--- config.mk ---
export PLATFORM = sky130hd
export DESIGN_NAME = state_addsub_pipe
export DESIGN_NICKNAME = d
export VERILOG_FILES = /design/src/rtl/state_addsub_pipe.sv
export SDC_FILE = /design/constraint.sdc
export NUM_CORES = 1
export LEC_CHECK = 0
export CAP_MARGIN = 20
export CORE_ASPECT_RATIO = 1.75
export CORE_MARGIN = 4
export CORE_UTILIZATION = 45
export CTS_CLUSTER_DIAMETER = 120
export DETAILED_ROUTE_END_ITERATION = 8
export HOLD_SLACK_MARGIN = 0.06
export MAX_ROUTING_LAYER = met4
export PLACE_DENSITY = 0.81
export SYNTH_ARGS = -nofsm -noshare
export SYNTH_HDL_FRONTEND = slang
export SYNTH_SLANG_ARGS = --single-unit
--- constraint.sdc ---
create_clock -name clk -period 3.2 [get_ports clk]
set_input_delay 0.32 -clock clk [delete_from_list [all_inputs] [get_ports clk]]
set_output_delay 0.32 -clock clk [all_outputs]
set_load 0.02 [all_outputs]
--- src/rtl/state_addsub_pipe.sv ---
// Streaming add/sub/saturating ALU: two independently handshaked operand slots,
// a STAGES-deep valid/ready result pipeline and a delivered-result counter.

module state_addsub_stage #(
  parameter int W = 9
) (
  input  logic         clk,
  input  logic         rst,
  input  logic         load_en,
  input  logic         up_vld,
  input  logic [W-1:0] up_dat,
  output logic         vld,
  output logic [W-1:0] dat
);
  always_ff @(posedge clk or posedge rst) begin
    if (rst) begin
      vld <= 1'b0;
      dat <= '0;
    end else if (load_en) begin
      vld <= up_vld;
      if (up_vld) dat <= up_dat;
    end
  end
endmodule

module state_addsub_pipe #(
  parameter int WIDTH  = 32,
  parameter int STAGES = 1,
  parameter int CNT_W  = 16
) (
  input  logic             clk,
  input  logic             rst,
  input  logic [WIDTH-1:0] state__A,
  input  logic [1:0]       state__A_op,
  input  logic             state__A_vld,
  output logic             state__A_rdy,
  input  logic [WIDTH-1:0] state__B,
  input  logic             state__B_vld,
  output logic             state__B_rdy,
  output logic [WIDTH-1:0] state__C,
  output logic             state__C_ovf,
  output logic             state__C_vld,
  input  logic             state__C_rdy,
  output logic [CNT_W-1:0] state__C_cnt
);
  typedef struct packed {
    logic             ovf;
    logic [WIDTH-1:0] res;
  } result_t;

  logic             a_v, b_v;
  logic [WIDTH-1:0] a_q, b_q;
  logic [1:0]       op_q;
  logic             fire, a_load, b_load;
  logic [WIDTH:0]   sum, diff;
  result_t          alu;

  logic    [STAGES:1] vld_pipe;
  result_t [STAGES:1] dat_pipe;
  logic    [STAGES:1] load_en;

  assign fire   = a_v & b_v & load_en[1];
  assign a_load = state__A_vld & (fire | ~a_v);
  assign b_load = state__B_vld & (fire | ~b_v);
  assign state__A_rdy = a_load;
  assign state__B_rdy = b_load;

  always_ff @(posedge clk or posedge rst) begin
    if (rst) begin
      a_v  <= 1'b0;
      b_v  <= 1'b0;
      a_q  <= '0;
      b_q  <= '0;
      op_q <= '0;
    end else begin
      if (fire | ~a_v) a_v <= state__A_vld;
      if (fire | ~b_v) b_v <= state__B_vld;
      if (a_load) begin
        a_q  <= state__A;
        op_q <= state__A_op;
      end
      if (b_load) b_q <= state__B;
    end
  end

  assign sum  = {1'b0, a_q} + {1'b0, b_q};
  assign diff = {1'b0, a_q} - {1'b0, b_q};

  always_comb begin
    alu = '0;
    case (op_q)
      2'b00: begin
        alu.res = sum[WIDTH-1:0];
        alu.ovf = sum[WIDTH];
      end
      2'b01: begin
        alu.res = diff[WIDTH-1:0];
        alu.ovf = diff[WIDTH];
      end
      2'b10: begin
        alu.res = sum[WIDTH] ? '1 : sum[WIDTH-1:0];
        alu.ovf = sum[WIDTH];
      end
      default: begin
        // Signed overflow: operands agree in sign but the sum does not.
        if ((a_q[WIDTH-1] == b_q[WIDTH-1]) && (sum[WIDTH-1] != a_q[WIDTH-1])) begin
          alu.res = {a_q[WIDTH-1], {(WIDTH-1){~a_q[WIDTH-1]}}};
          alu.ovf = 1'b1;
        end else begin
          alu.res = sum[WIDTH-1:0];
        end
      end
    endcase
  end

  // Each stage can load when C is taken or any slot at or after it is empty,
  // flattened so the enables depend only on registers and C_rdy.
  for (genvar i = 1; i <= STAGES; i++) begin : g_stage
    logic    up_vld;
    result_t up_dat;
    if (i == 1) begin : g_first
      assign up_vld = fire;
      assign up_dat = alu;
    end else begin : g_next
      assign up_vld = vld_pipe[i-1];
      assign up_dat = dat_pipe[i-1];
    end
    assign load_en[i] = state__C_rdy | ~(&vld_pipe[STAGES:i]);

    state_addsub_stage #(.W(WIDTH + 1)) u_stage (
      .clk    (clk),
      .rst    (rst),
      .load_en(load_en[i]),
      .up_vld (up_vld),
      .up_dat (up_dat),
      .vld    (vld_pipe[i]),
      .dat    (dat_pipe[i])
    );
  end

  assign state__C     = dat_pipe[STAGES].res;
  assign state__C_ovf = dat_pipe[STAGES].ovf;
  assign state__C_vld = vld_pipe[STAGES];

  always_ff @(posedge clk or posedge rst) begin
    if (rst) state__C_cnt <= '0;
    else if (state__C_vld & state__C_rdy) state__C_cnt <= state__C_cnt + 1'b1;
  end
endmodule

After elaboration in Yosys (flattened, before gate mapping)
Index checks and enable logic that the tools add are counted.
- bits in registers: 118
- latch bits: 0
- memory bits (writable): 0
- bits in read-only memories: 0
- output and inout port bits: 52
- logic and storage cells: 34
- memories: 0
- add/subtract/negate cells: 3
- multipliers: 0
- divide/modulo/power cells: 0
- $lt $le $gt $ge: 0
- equal/unequal tests: 4
- shift-type cells: 0
- mux-type cells: 4
- bitwise operators: 12
- reductions and logical operators: 3
- operators with widths (kind ; number):
    one-hot mux 33 bit (3 select lines) ; 1
    two-way mux 32 bit ; 2
    adder 32 x 32 -> 33 bit ; 1
    subtractor 32 x 32 -> 33 bit ; 1
    adder 16 x 1 -> 16 bit, second input constant ; 1
    bitwise AND 1 bit ; 5
    inverter 1 bit ; 4
    bitwise OR 1 bit ; 3
    equality test 2 x 1 -> 1 bit, second input constant ; 1
    equality test 2 bit, second input constant ; 1
    zero test 2 bit ; 1
    AND reduction 2 bit ; 1
    equality test 1 bit ; 1
    logical AND 1 bit ; 1
    two-way mux 1 bit ; 1
    inequality test 1 bit ; 1

Logic depth before layout (Yosys ltp)
Gate-level depths: netlist (run 1).
- depth in word-level cells: 5
- mapped depth: 14

Hierarchy
From an unflattened synthesis (run 1), not the netlist that was laid out.
- cells, all modules: 1004
- area total of the unflattened synthesis: 8605.8 µm²
- modules (own cells, without submodules) (module ; times used ; cells each ; area an instance (µm²)):
    state_addsub_pipe ; 1 ; 930 ; 7216.9
    state_addsub_stage ; 1 ; 74 ; 1388.8

Worst setup path after synthesis (run 1)
OpenSTA, ideal clock, no wires.
- path kind: flip-flop to flip-flop
- from: register b_q[0]
- to: register g_stage[1].u_stage.dat[19]
- library setup time: 136 ps
- arrival: 2858 ps
- data required time: 3064 ps
- slack: 207 ps
- stages on the path, launching flop included: 14
- clock period less this slack: 2993 ps
- path through: dfrtp_1 > ha_1 > fa_1 > nor2b_1 > o211a_1 > o21a_1 > nand3_1 > a31oi_1 > a221o_1 > and2_1 > buf_4 > buf_6 > o221ai_1 > o21ai_1
- cells in the longest elaborated chain, start to end: 5
- elaborated cells on any way between the ends: 7
- classes of those cells: 2 x add/sub; 1 x eq/ne; 3 x mux; 1 x reduce/logical
- RTL lines (element ; line ; source):
    start, declared ; 52 ; logic [WIDTH-1:0] a_q, b_q;
    start signal, assigned ; 82 ; if (b_load) b_q <= state__B;
    adder 32 x 32 -> 33 bit ; 86 ; assign sum = {1'b0, a_q} + {1'b0, b_q};
    inequality test 1 bit ; 106 ; if ((a_q[WIDTH-1] == b_q[WIDTH-1]) && (sum[WIDTH-1] != a_q[WIDTH-1])) begin
    logical AND 1 bit ; 106 ;
    two-way mux 32 bit ; 106 ;
    one-hot mux 33 bit (3 select lines) * ; 91 ; case (op_q)
    end signal, assigned ; 21 ; if (up_vld) dat <= up_dat;
    end, declared ; 13 ; output logic [W-1:0] dat
Mark *: on every way between the ends. The rest lies on a longest branch, timed or not.
A chain may end at the register's enable or synchronous reset.

Worst setup path after layout (run 1)
- from: register a_q[1]
- to: register g_stage[1].u_stage.dat[15]
- cells in the longest elaborated chain, start to end: 5
- elaborated cells on any way between the ends: 7
- classes of those cells: 2 x add/sub; 1 x eq/ne; 3 x mux; 1 x reduce/logical
- RTL lines (element ; line ; source):
    start, declared ; 52 ;
    start signal, assigned ; 79 ; a_q <= state__A;
    adder 32 x 32 -> 33 bit ; 86 ;
    inequality test 1 bit ; 106 ;
    logical AND 1 bit ; 106 ;
    two-way mux 32 bit ; 106 ;
    one-hot mux 33 bit (3 select lines) * ; 91 ;
Marked as above.

==> results.md, run 1 <==
* Hold WC Path Type: input pin to asynchronous set/reset pin
* Die width at 112 µm
* Worst path top cell family by delay: compound AO/OA/AOI/OAI gates
* Crit. path cell count at 12
* Clk root buf: clkbuf_16
* Initial antenna violation count at 0
* Ys Warns at 0
* Nets at 1423
* Worst skew pair latency at 0.44 ns
* FF-to-FF Start: a_q[1]$_DFFE_PP0P_
* Residual DRC at 0
* Final Instance Area at 11800 µm²
* Clock Pin Slew Worst Setup and Hold Paths at 0.06 ns
* CTS buffer count at 17
* Max IR drop VDD at 0.544 mV
* Post-DP HPWL at 21.1 mm
* Final Core Density at 63.2%
* Reg2reg path depth at 12
* Synthesized flop and latch total at 118
* Area growth, synth to finish at 37.8%
* Syn Inst Count at 1063
* Wire length on met1 at 10.3 mm
* Die ar. at 21300 µm²
* Synth Net Count at 1201
* CP startpoint: a_q[1]$_DFFE_PP0P_
* Post-DR vias/cell at 5.63
* Die H at 190 µm
* Final ANT Viol Nets at 0
* Post-synth top cells: nand2_1 (226), dfrtp_1 (118), a21oi_1 (87)
* Number of global-route vias before repair at 8730
* CTS Hold Bufs at 0
* Count leader, synth: nand2_1
* Pin slew with the least headroom to its limit at 0.633 ns
* GRT Total Usage at 26.7%
* Crit. End Element: flop
* Yosys top cell area share at 34.6%
* Final setup fails at 0
* Overall Power at 13200 µW
* Total grt overflow at 0
* N_diodes at 0
* First-pass GRT wire length at 44.2 mm
* Vias at 8644
* Post-Route Skew at 0.00963 ns
* Crit-path cells: buf_6, ha_4, or2_4, o211ai_1, a31oi_2, o22ai_2, o211ai_4, a311o_2, buf_6, buf_4, o221ai_1, nand2_1
* Setup_tns at 0 ns
* CP required at 3.51 ns
* Final hold vios at 0
* Max Cap Violations at 0
* Worst path bufs/invs at 3
* Final WL at 27.7 mm
* Top cell by count, worst path: buf_6
* Fillers at 1606
* Core Region at 18600 µm²
* H-tree lvl count at 4
* Port bufs at 122
* Area post-placement at 10800 µm²
* RR Endpoint: g_stage[1].u_stage.dat[15]$_DFFE_PP0P_
* DR pass1 iterations at 5
* Layout cells sized above 1 at 18.1%
* Max stage delay on crit path at 0.47 ns
* Slowest-stage cell, CP: a311o_2
* WS Path Type: flop to flop
* Synth top area cells: dfrtp_1 (35%), nand2_1 (9.9%), ha_1 (9.5%)
* Max frequency at 316 MHz
* CTS tree: built
* First DRT Iteration DRCs at 544
* Routed wl met3 at 1.36 mm
* Setup crit start kind: flop
* Status: finished clean
* Slew Viols, Final at 0
* Async set or reset register ratio after synthesis at 100%
* Tmin final at 3.16 ns
* Max clock buf depth at 2
* Cell area after synthesis at 8530 µm²
* Clock sinks at 118
* Netlist cell types at 79
* Worst-path fanout max at 7
* Top_reg_cell synth: dfrtp_1
* Top layer in use: met4
* Largest net degree at the start of global routing at 64
* Finished Layout Cells at 1535
* EDFF count, synth at 0
* P per Cell Area at 1130 nW/µm²
* Largest area contributor in the netlist: dfrtp_1
* Dpl cells at 1496
* # IOs at 123
* Synthesized area per cell at 8.02 µm²
* Pleak at 0.00542 µW
* Worst path arrival time at 3.47 ns
* Crit share post-route at 98.8%
* Seq/Total Area, Yosys at 34.6%
* Critical Path Sink: g_stage[1].u_stage.dat[15]$_DFFE_PP0P_
* Initial Utilization at 45.9%
* Flop2flop setup slack at 0.04 ns
* # rows at 66
* Met2 Wirelength at 14.9 mm
* Routability cong. at 0.954
* Slew margin rel. at 57.4%
* Avg WL per Cell at 18.0 µm
power breakdown:
group	internal [µW]	switching, µW	leakage (µW)	total [µW]
registers	2050	474	0.00146	2520
logic	3960	4840	0.00369	8800
clock network	1150	766	0.000276	1910
worst min path at each step:
stage	slack (ns)	from	cells after the start	end
CTS	0.23	rst	2	state__C_cnt[2]$_DFFE_PP0P_
finish	0.23	rst	2	state__C_cnt[2]$_DFFE_PP0P_
global route	0.25	rst	2	state__C_cnt[6]$_DFFE_PP0P_
global placement	0.46	state__C_cnt[15]$_DFFE_PP0P_	1	state__C_cnt[15]$_DFFE_PP0P_
floorplan	0.43	state__A[10]	2	a_q[10]$_DFFE_PP0P_
detailed placement	0.46	state__C_cnt[15]$_DFFE_PP0P_	1	state__C_cnt[15]$_DFFE_PP0P_
flip-flops by register name (all words and copies together) (netlist names):
name / cells
b_q: 32
a_q: 32
a_v: 1
g_stage.u_stage.vld: 1
state__C_cnt: 16
op_q: 2
g_stage.u_stage.dat: 33
b_v: 1
per-stage QoR:
step                      setup WS (ns)  hold WS (ns)
final                            0.0374         0.228
after detailed placement         -0.153         0.463
after CTS                        0.0282         0.226
after floorplan                   0.207         0.425
after global routing            -0.0245         0.249
after global placement           -0.108         0.458
placed cells by master (no fill, tap or decap), types with 7 or more instances in the layout:
master / synthesis / routed
o21a_1: 8 / 8
a21oi_1: 87 / 80
clkdlybuf4s50_1: 0 / 122
nor2_1: 64 / 64
nand4_1: 9 / 9
o21bai_1: 8 / 8
clkbuf_16: 0 / 18
a21o_1: 10 / 10
nand2b_1: 14 / 13
ha_1: 65 / 61
nand2_1: 226 / 223
dfrtp_1: 118 / 118
o211ai_1: 12 / 12
nor3_1: 17 / 15
o21ai_0: 70 / 67
nor2b_1: 11 / 11
xnor2_1: 35 / 34
inv_1: 69 / 68
a21oi_2: 1 / 8
and3_1: 7 / 7
buf_4: 1 / 123
nand3_1: 22 / 19
o31ai_1: 22 / 21
cell type report:
type / count / area (µm²) / area share (%)
flip-flops and latches: 118 / 2950 / 25.1
well taps: 238 / 298 / 2.53
multi-input cells: 822 / 5370 / 45.7
clock inverters: 14 / 154 / 1.31
inverters: 71 / 270 / 2.30
repair buffers: 255 / 2280 / 19.4
clock buffers: 17 / 425 / 3.62
cells by family after synthesis:
group                      share of synthesized area, %
AOI/OAI and AO/OA                                  24.1
buffers and inverters                              5.91
xor gates and xnor gates                           4.01
and+or+nand+nor                                    21.0
DFF                                                34.6
adders and majority gates                          10.0
muxes                                             0.367
worst reg2reg max path, stage by stage (launching register included):
cell	delay [ns]
dfrtp_1	0.42
buf_6	0.14
ha_4	0.15
or2_4	0.23
o211ai_1	0.35
a31oi_2	0.19
o22ai_2	0.28
o211ai_4	0.12
a311o_2	0.47
buf_6	0.15
buf_4	0.15
o221ai_1	0.29
nand2_1	0.09
metal layers:
metal  vias up  GRT usage, %
met4         0          13.6
met2       287          47.8
met3        78          4.46
met1      4131          28.1
met5         -             -
li1       4148             -
repair_timing:
action                     4_1_cts  5_1_grt
pin swaps                        3       22
cloned                           0        2
buffers inserted                 1        5
resized for setup                6       55
setup endpoints to repair       29       31
Power figures use the tool's default switching activity.
==> run 2, diff against run 1 <==
- CORE_UTILIZATION: 45 -> 29
- PLACE_DENSITY: 0.81 -> 0.6
- SYNTH_HIERARCHICAL: not set -> 1
==> run 2 against run 1 <==
The flow now finishes with violations (negative setup slack); sequential share of layout area down 2.3 points; clock-buffer cell count rose by 2; clock skew shrank 0.0016 ns.
==> results.md, run 2 <==
* Fillers at 2865 (+78%)
* Final setup fails at 33 (+33)
* Die H at 236 µm (+24%)
* Clk root buf: clkbuf_16
* Seq pwr share at 17.0% (-2.0 points)
* Initial Utilization at 29.4% (-17 points)
* Pleak at 0.00604 µW (+11%)
* CTS tree: built
* Number of global-route vias before repair at 8954 (+2.6%)
* Final ANT Viol Nets at 0 (unchanged)
* Synthesized flop and latch total at 118 (unchanged)
* Worst path arrival time at 4.07 ns (+0.60 ns)
* Async set or reset register ratio after synthesis at 100% (unchanged)
* Max frequency at 273 MHz (-14%)
* Area of the multi-input gates at 5470 µm² (+1.9%)
* Post-DP HPWL at 23.3 mm (+10%)
* Largest area contributor in the netlist: dfrtp_1
* Max Cap Violations at 0 (unchanged)
* Die ar. at 32600 µm² (+53%)
* CTS Hold Bufs at 0 (unchanged)
* Layout cells sized above 1 at 27.7% (+9.6 points)
* Top_reg_cell synth: dfrtp_1
* Biggest register: g_stage.u_stage/dat
* Vias at 8630 (-0.16%)
* Final Instance Area at 12900 µm² (+10%)
* Area growth, synth to finish at 50.2%
* Post-DR vias/cell at 5.01 (-11%)
* Post-Route Skew at 0.00799 ns (-0.00165 ns)
* Final worst slack at -0.469 ns (-0.507 ns)
* Slew Viols, Final at 0 (unchanged)
* Commonest cells after routing, fill and taps aside: buf_4 (212), nand2_1 (166), clkdlybuf4s50_1 (122)
* Count leader, synth: nand2_1
* Yosys top cell area share at 34.3% (-0.31 points)
* Pin slew with the least headroom to its limit at 0.843 ns (+0.210 ns)
* Clock power frac at 15.0% (+0.6 points)
* EDFF count, synth at 0 (unchanged)
* H-tree lvl count at 4 (unchanged)
* Syn Inst Count at 1004 (-5.6%)
* Crit. End Element: flop
* N_diodes at 0 (unchanged)
* Status: finished, violations left
* Setup crit start kind: flop
* Ys Warns at 6 (+6)
* Netlist cell types at 77 (-2.5%)
* Synth top area cells: dfrtp_1 (34%), ha_1 (9.5%), nand2_1 (7.4%)
* Tmin final at 3.67 ns (+0.507 ns)
* Cell area after synthesis at 8610 µm² (+0.91%)
* Setup_tns at -11.82 ns (-11.82 ns)
* DR pass1 iterations at 5 (unchanged)
* Slew margin rel. at 43.8% (-14 points)
* Final WL at 30.4 mm (+9.8%)
* Synth Net Count at 1142 (-4.9%)
* Largest net degree at the start of global routing at 45 (-30%)
* Initial antenna violation count at 0 (unchanged)
* # IOs at 123 (unchanged)
* Residual DRC at 0 (unchanged)
* CTS buffer count at 17 (unchanged)
* Core Region at 29300 µm² (+58%)
* Routability cong. at 0.928 (-2.8%)
* First DRT Iteration DRCs at 409 (-25%)
* Register area at 2950 µm² (unchanged)
* Max FFs per register at 33 (unchanged)
* Avg WL per Cell at 17.7 µm (-2.1%)
* # rows at 83 (+26%)
* Total grt overflow at 0 (unchanged)
* DP Worst Slack at -0.535 ns (-0.382 ns)
* Logic pwr share at 67.9% (+1.4 points)
* Top Registers: g_stage.u_stage/dat: 33 flops, a_q: 32 flops, b_q: 32 flops
* Commonest non-fill, non-tap cell in the layout: buf_4
* Sw Pwr at 6270 µW (+3.0%)
* Area post-placement at 11700 µm² (+8.4%)
* Final Core Density at 44.1% (-19 points)
* Hold WC Path Type: input pin to asynchronous set/reset pin
* Worst-path fanout max at 5 (-2)
* Clock sinks at 118 (unchanged)
* Post-synth top cells: nand2_1 (169), dfrtp_1 (118), a21oi_1 (86)
* WS Path Type: flop to flop
* P per Cell Area at 1140 nW/µm² (+1.2%)
* Failing checks: negative setup slack
* Max IR drop VDD at 0.594 mV (+9.2%)
* Final hold vios at 0 (unchanged)
* CP required at 3.60 ns (+0.09 ns)
* Max clock buf depth at 2 (unchanged)
* Port bufs at 122 (unchanged)
* Internal Pwr Total at 8470 µW (+18%)
* First-pass GRT wire length at 47.5 mm (+7.5%)
* Clock Pin Slew Worst Setup and Hold Paths at 0.06 ns (about the same)
* Synthesized area per cell at 8.57 µm² (+6.8%)
* Worst skew pair latency at 0.45 ns (about the same)
* Seq/Total Area, Yosys at 34.3% (-0.31 points)
* GRT Total Usage at 19.0% (-7.7 points)
* Crit share post-route at 115% (+16 points)
* Switch share at 42.5% (-3.4 points)
* Die width at 138 µm (+23%)
* Nets at 1465 (+3.0%)
* RSZ-0062 raised after global routing: true
## run 2: area by class of cell
| class | count | share of cell area [%] |
|---|---|---|
| clock buffers | 19 | 3.50 |
| clock inverters | 13 | 1.67 |
| inverters | 78 | 2.27 |
| multi-input cells | 761 | 42.3 |
| flip-flops and latches | 118 | 22.8 |
| well taps | 382 | 3.70 |
| repair buffers | 351 | 23.7 |
## run 2: layer usage
metal / up-vias / track usage (%) / routed length, µm
li1: 4178 / - / -
met1: 4155 / 19.2 / 11400
met2: 229 / 34.9 / 16400
met3: 68 / 3.12 / 1180
met4: 0 / 9.86 / 1410
met5: - / - / 0
## run 2: per-stage QoR
stage / power [µW] / cells / hold slack [ns]
after global routing: 15700 / 1722 / 0.335
after CTS: 14400 / 1713 / 0.286
after floorplan: 7680 / 1004 / 0.425
final: 14700 / 1722 / 0.283
after detailed placement: 11600 / 1665 / 0.467
after global placement: 11500 / 1665 / 0.465
## run 2: worst max-delay path, stage by stage, from the launching register on
cell	delay (ns)
dfrtp_1	0.39
inv_2	0.08
ha_4	0.20
or4_4	0.53
or3_4	0.37
buf_6	0.13
nor2_4	0.10
o21ai_4	0.08
a2111oi_4	0.40
buf_4	0.18
o311ai_4	0.11
nand2_2	0.13
o2bb2ai_4	0.13
buf_6	0.17
a221o_1	0.35
a21oi_2	0.11
mux2_4	0.14
## run 2: path summary, 6_finish.rpt
check,startpoint,endpoint,slack [ns],cells after the start
worst min-delay path,rst,g_stage[1].u_stage/dat[0]$_DFFE_PP0P_,0.28,3
worst max register to register,b_q[19]$_DFFE_PP0P_,g_stage[1].u_stage/dat[5]$_DFFE_PP0P_,-0.47,16
min in group clk,state__A[26],a_q[26]$_DFFE_PP0P_,0.40,3
worst min register to register,state__C_cnt[15]$_DFFE_PP0P_,state__C_cnt[15]$_DFFE_PP0P_,0.47,1
max in group asynchronous,rst,b_q[27]$_DFFE_PP0P_,2.10,3
worst max-delay path,b_q[19]$_DFFE_PP0P_,g_stage[1].u_stage/dat[5]$_DFFE_PP0P_,-0.47,16
## run 2: cell families after synthesis
kind of cell / count (synthesis) / share of synthesized area [%]
simple gates: 314 / 16.1
mux: 39 / 6.31
xor+xnor: 35 / 3.56
flops: 118 / 34.3
compound gates: 306 / 23.8
fa+ha+maj: 67 / 9.92
buf+inv: 125 / 6.02
## run 2: power groups by stage
stage | combinational (µW) | sequential, µW | clock (µW)
final | 10000 | 2510 | 2210
after floorplan | 5000 | 2680 | 0
after detailed placement | 9110 | 2520 | 0
after CTS | 9600 | 2510 | 2250
after global placement | 9010 | 2510 | 0
after global routing | 10800 | 2580 | 2320
## run 2: timing repair
action	4_1_cts	5_1_grt
buffers inserted	17	10
pin swaps	35	16
gates resized for setup	51	37
setup endpoints to repair	33	33
==> run 3, diff against run 2 <==
- CORE_MARGIN: 4 -> not set
- clock period: 3.2 -> 3 ns (I/O delays scaled with it)
==> run 3 against run 2 <==
The run still ends with negative setup slack left; combinational power grew 11%; clock skew is 0.0031 ns higher; fmax up 2.4%; register-to-register slack lost 0.11 ns; cell area grew 1.7%; critical path depth down 1; worst setup slack worse by 0.11 ns; hold slack worse by 0.046 ns; sequential share of layout area is 0.38 points lower; sequential cell count stayed put.
==> results.md, run 3 (same netlist as run 2, synthesis figures left out) <==
* Core Region at 29300 µm² (unchanged)
* Final worst slack at -0.584 ns (-0.114 ns)
* H-tree lvl count at 4 (unchanged)
* CTS buffer count at 17 (unchanged)
* Nets at 1494 (+2.0%)
* FF-to-FF Start: b_q[19]$_DFFE_PP0P_
* Commonest non-fill, non-tap cell in the layout: buf_4
* # rows at 83 (unchanged)
* Pleak at 0.00618 µW (+2.3%)
* P per Cell Area at 1200 nW/µm² (+5.6%)
* Tmin final at 3.58 ns (-0.0856 ns)
* DR pass1 iterations at 7 (+2)
* Area growth, synth to finish at 52.8%
* CTS tree: built
* Slew Viols, Final at 0 (unchanged)
* Die H at 230 µm (-2.5%)
* Pin slew with the least headroom to its limit at 0.521 ns (-0.322 ns)
* Routability cong. at 0.912 (-1.6%)
* Clock Pin Slew Worst Setup and Hold Paths at 0.06 ns (about the same)
* Logic pwr share at 69.9% (+2.0 points)
* Post-Route Skew at 0.0111 ns (+0.00307 ns)
* Biggest register: g_stage.u_stage/dat
* RSZ-0062 raised after global routing: true
* Max FFs per register at 33 (unchanged)
* Seq pwr share at 16.9% (about the same)
* Overall Power at 15800 µW (+7.4%)
* Max frequency at 279 MHz (+2.4%)
* Number of global-route vias before repair at 9028 (+0.83%)
* Crit share post-route at 119% (+4.8 points)
* Post-DR vias/cell at 4.95 (-1.3%)
* Die width at 132 µm (-4.3%)
* N_diodes at 0 (unchanged)
* Final Instance Area at 13100 µm² (+1.7%)
* Commonest cells after routing, fill and taps aside: buf_4 (237), nand2_1 (166), clkdlybuf4s50_1 (122)
* Final hold vios at 0 (unchanged)
* CP startpoint: b_q[19]$_DFFE_PP0P_
* Worst path arrival time at 3.92 ns (-0.15 ns)
* Initial antenna violation count at 0 (unchanged)
* Final WL at 30.3 mm (-0.22%)
* Layout cells sized above 1 at 29.7% (+2.0 points)
* Total grt overflow at 0 (unchanged)
* Setup crit start kind: flop
* Crit. End Element: flop
* Slew margin rel. at 64.4% (+21 points)
* Max IR drop VDD at 0.535 mV (-9.8%)
* Final setup fails at 33 (unchanged)
* Internal Pwr Total at 8990 µW (+6.2%)
* Sw Pwr at 6840 µW (+9.1%)
* Final ANT Viol Nets at 0 (unchanged)
* Largest net degree at the start of global routing at 64 (+42%)
* Clock power frac at 13.2% (-1.8 points)
* First DRT Iteration DRCs at 402 (-1.7%)
* Post-DP HPWL at 23.5 mm (+1.1%)
* Status: finished, violations left
* Worst skew pair latency at 0.45 ns (about the same)
* Hold WC Path Type: input pin to asynchronous set/reset pin
* # IOs at 123 (unchanged)
* WS Path Type: flop to flop
* Residual DRC at 0 (unchanged)
* First-pass GRT wire length at 48.3 mm (+1.6%)
* Port bufs at 122 (unchanged)
* Initial Utilization at 29.4% (unchanged)
* Vias at 8660 (+0.35%)
* GRT Total Usage at 21.2% (+2.2 points)
* Die ar. at 30400 µm² (-6.8%)
* Switch share at 43.2% (+0.67 points)
* Clock sinks at 118 (unchanged)
* Worst-path fanout max at 3 (-2)
* CP required at 3.33 ns (-0.27 ns)
* Avg WL per Cell at 17.3 µm (-1.9%)
* Top Registers: g_stage.u_stage/dat: 33 flops, a_q: 32 flops, b_q: 32 flops
* Clk root buf: clkbuf_16
* Area post-placement at 12000 µm² (+2.5%)
* Failing checks: negative setup slack
* Max Cap Violations at 0 (unchanged)
* Max clock buf depth at 2 (unchanged)
run 3: cell types whose count changed in the layout (fill, tap and decap cells not counted), sizes merged:
cell      before  now
buf          229  258
bufinv         5    1
clkinv         4    5
inv           79   84
clkinvlp       3    1
run 3: routing by layer:
| layer | global-route usage (%) | wire [µm] |
|---|---|---|
| met1 | 21.9 | 11600 |
| met4 | 10.6 | 1340 |
| met5 | - | 0 |
| met3 | 3.02 | 1010 |
| met2 | 39.1 | 16400 |
run 3: power groups by stage:
stage | combinational [µW] | clock (µW) | sequential [µW]
finish | 11100 | 2090 | 2680
CTS | 10500 | 2150 | 2680
global placement | 10100 | 0 | 2680
global route | 12000 | 2210 | 2750
detailed placement | 10100 | 0 | 2690
floorplan | 5330 | 0 | 2860
run 3: timing repair:
item | in CTS | in global routing
gates resized for setup | 27 | 77
endpoints found under the setup margin | 33 | 33
hold buffers | 0 | 0
buffers inserted | 7 | 13
pin swaps | 14 | 35
run 3: final cells by class:
type	instances	area, µm²
Fill cell	2974	16100
Multi-Input combinational cell	761	5540
Timing Repair Buffer	380	3290
Sequential cell	118	2950
Tap cell	382	478
Clock buffer	19	453
Inverter	78	294
Clock inverter	13	135
run 3: critical path, stage by stage, from the launching register on:
cell and delay [ns]:
dfrtp_1 0.38, inv_2 0.08, ha_4 0.20, or4_4 0.54, or3_4 0.37, nor2_4 0.13
o21ai_4 0.08, a2111oi_4 0.38, buf_4 0.18, nor3_4 0.05, xnor2_2 0.21, buf_4 0.19
a31o_4 0.18, o221a_4 0.19, o21ai_1 0.05, mux2_4 0.26
run 3: worst paths after layout:
check,end,slack [ns],cells after the start
max reg2reg,g_stage[1].u_stage/dat[24]$_DFFE_PP0P_,-0.58,15
min,op_q[1]$_DFFE_PP0P_,0.24,2
max,g_stage[1].u_stage/dat[24]$_DFFE_PP0P_,-0.58,15
min reg2reg,state__C_cnt[15]$_DFFE_PP0P_,0.47,1
min in group clk,a_q[7]$_DFFE_PP0P_,0.38,3
max in group asynchronous,b_q[21]$_DFFE_PP0P_,2.06,3
run 3: per-stage QoR:
step                setup TNS, ns  setup slack [ns]  cells  hold slack, ns  util [%]
detailed placement         -17.87            -0.696   1700           0.465      40.9
global route               -19.25            -0.703   1751           0.272      44.9
global placement           -15.83            -0.623   1700           0.465      40.9
CTS                        -18.23            -0.665   1739           0.246      43.6
floorplan                  -10.61            -0.553   1004           0.405         -
finish                     -15.42            -0.584   1751           0.237      44.9
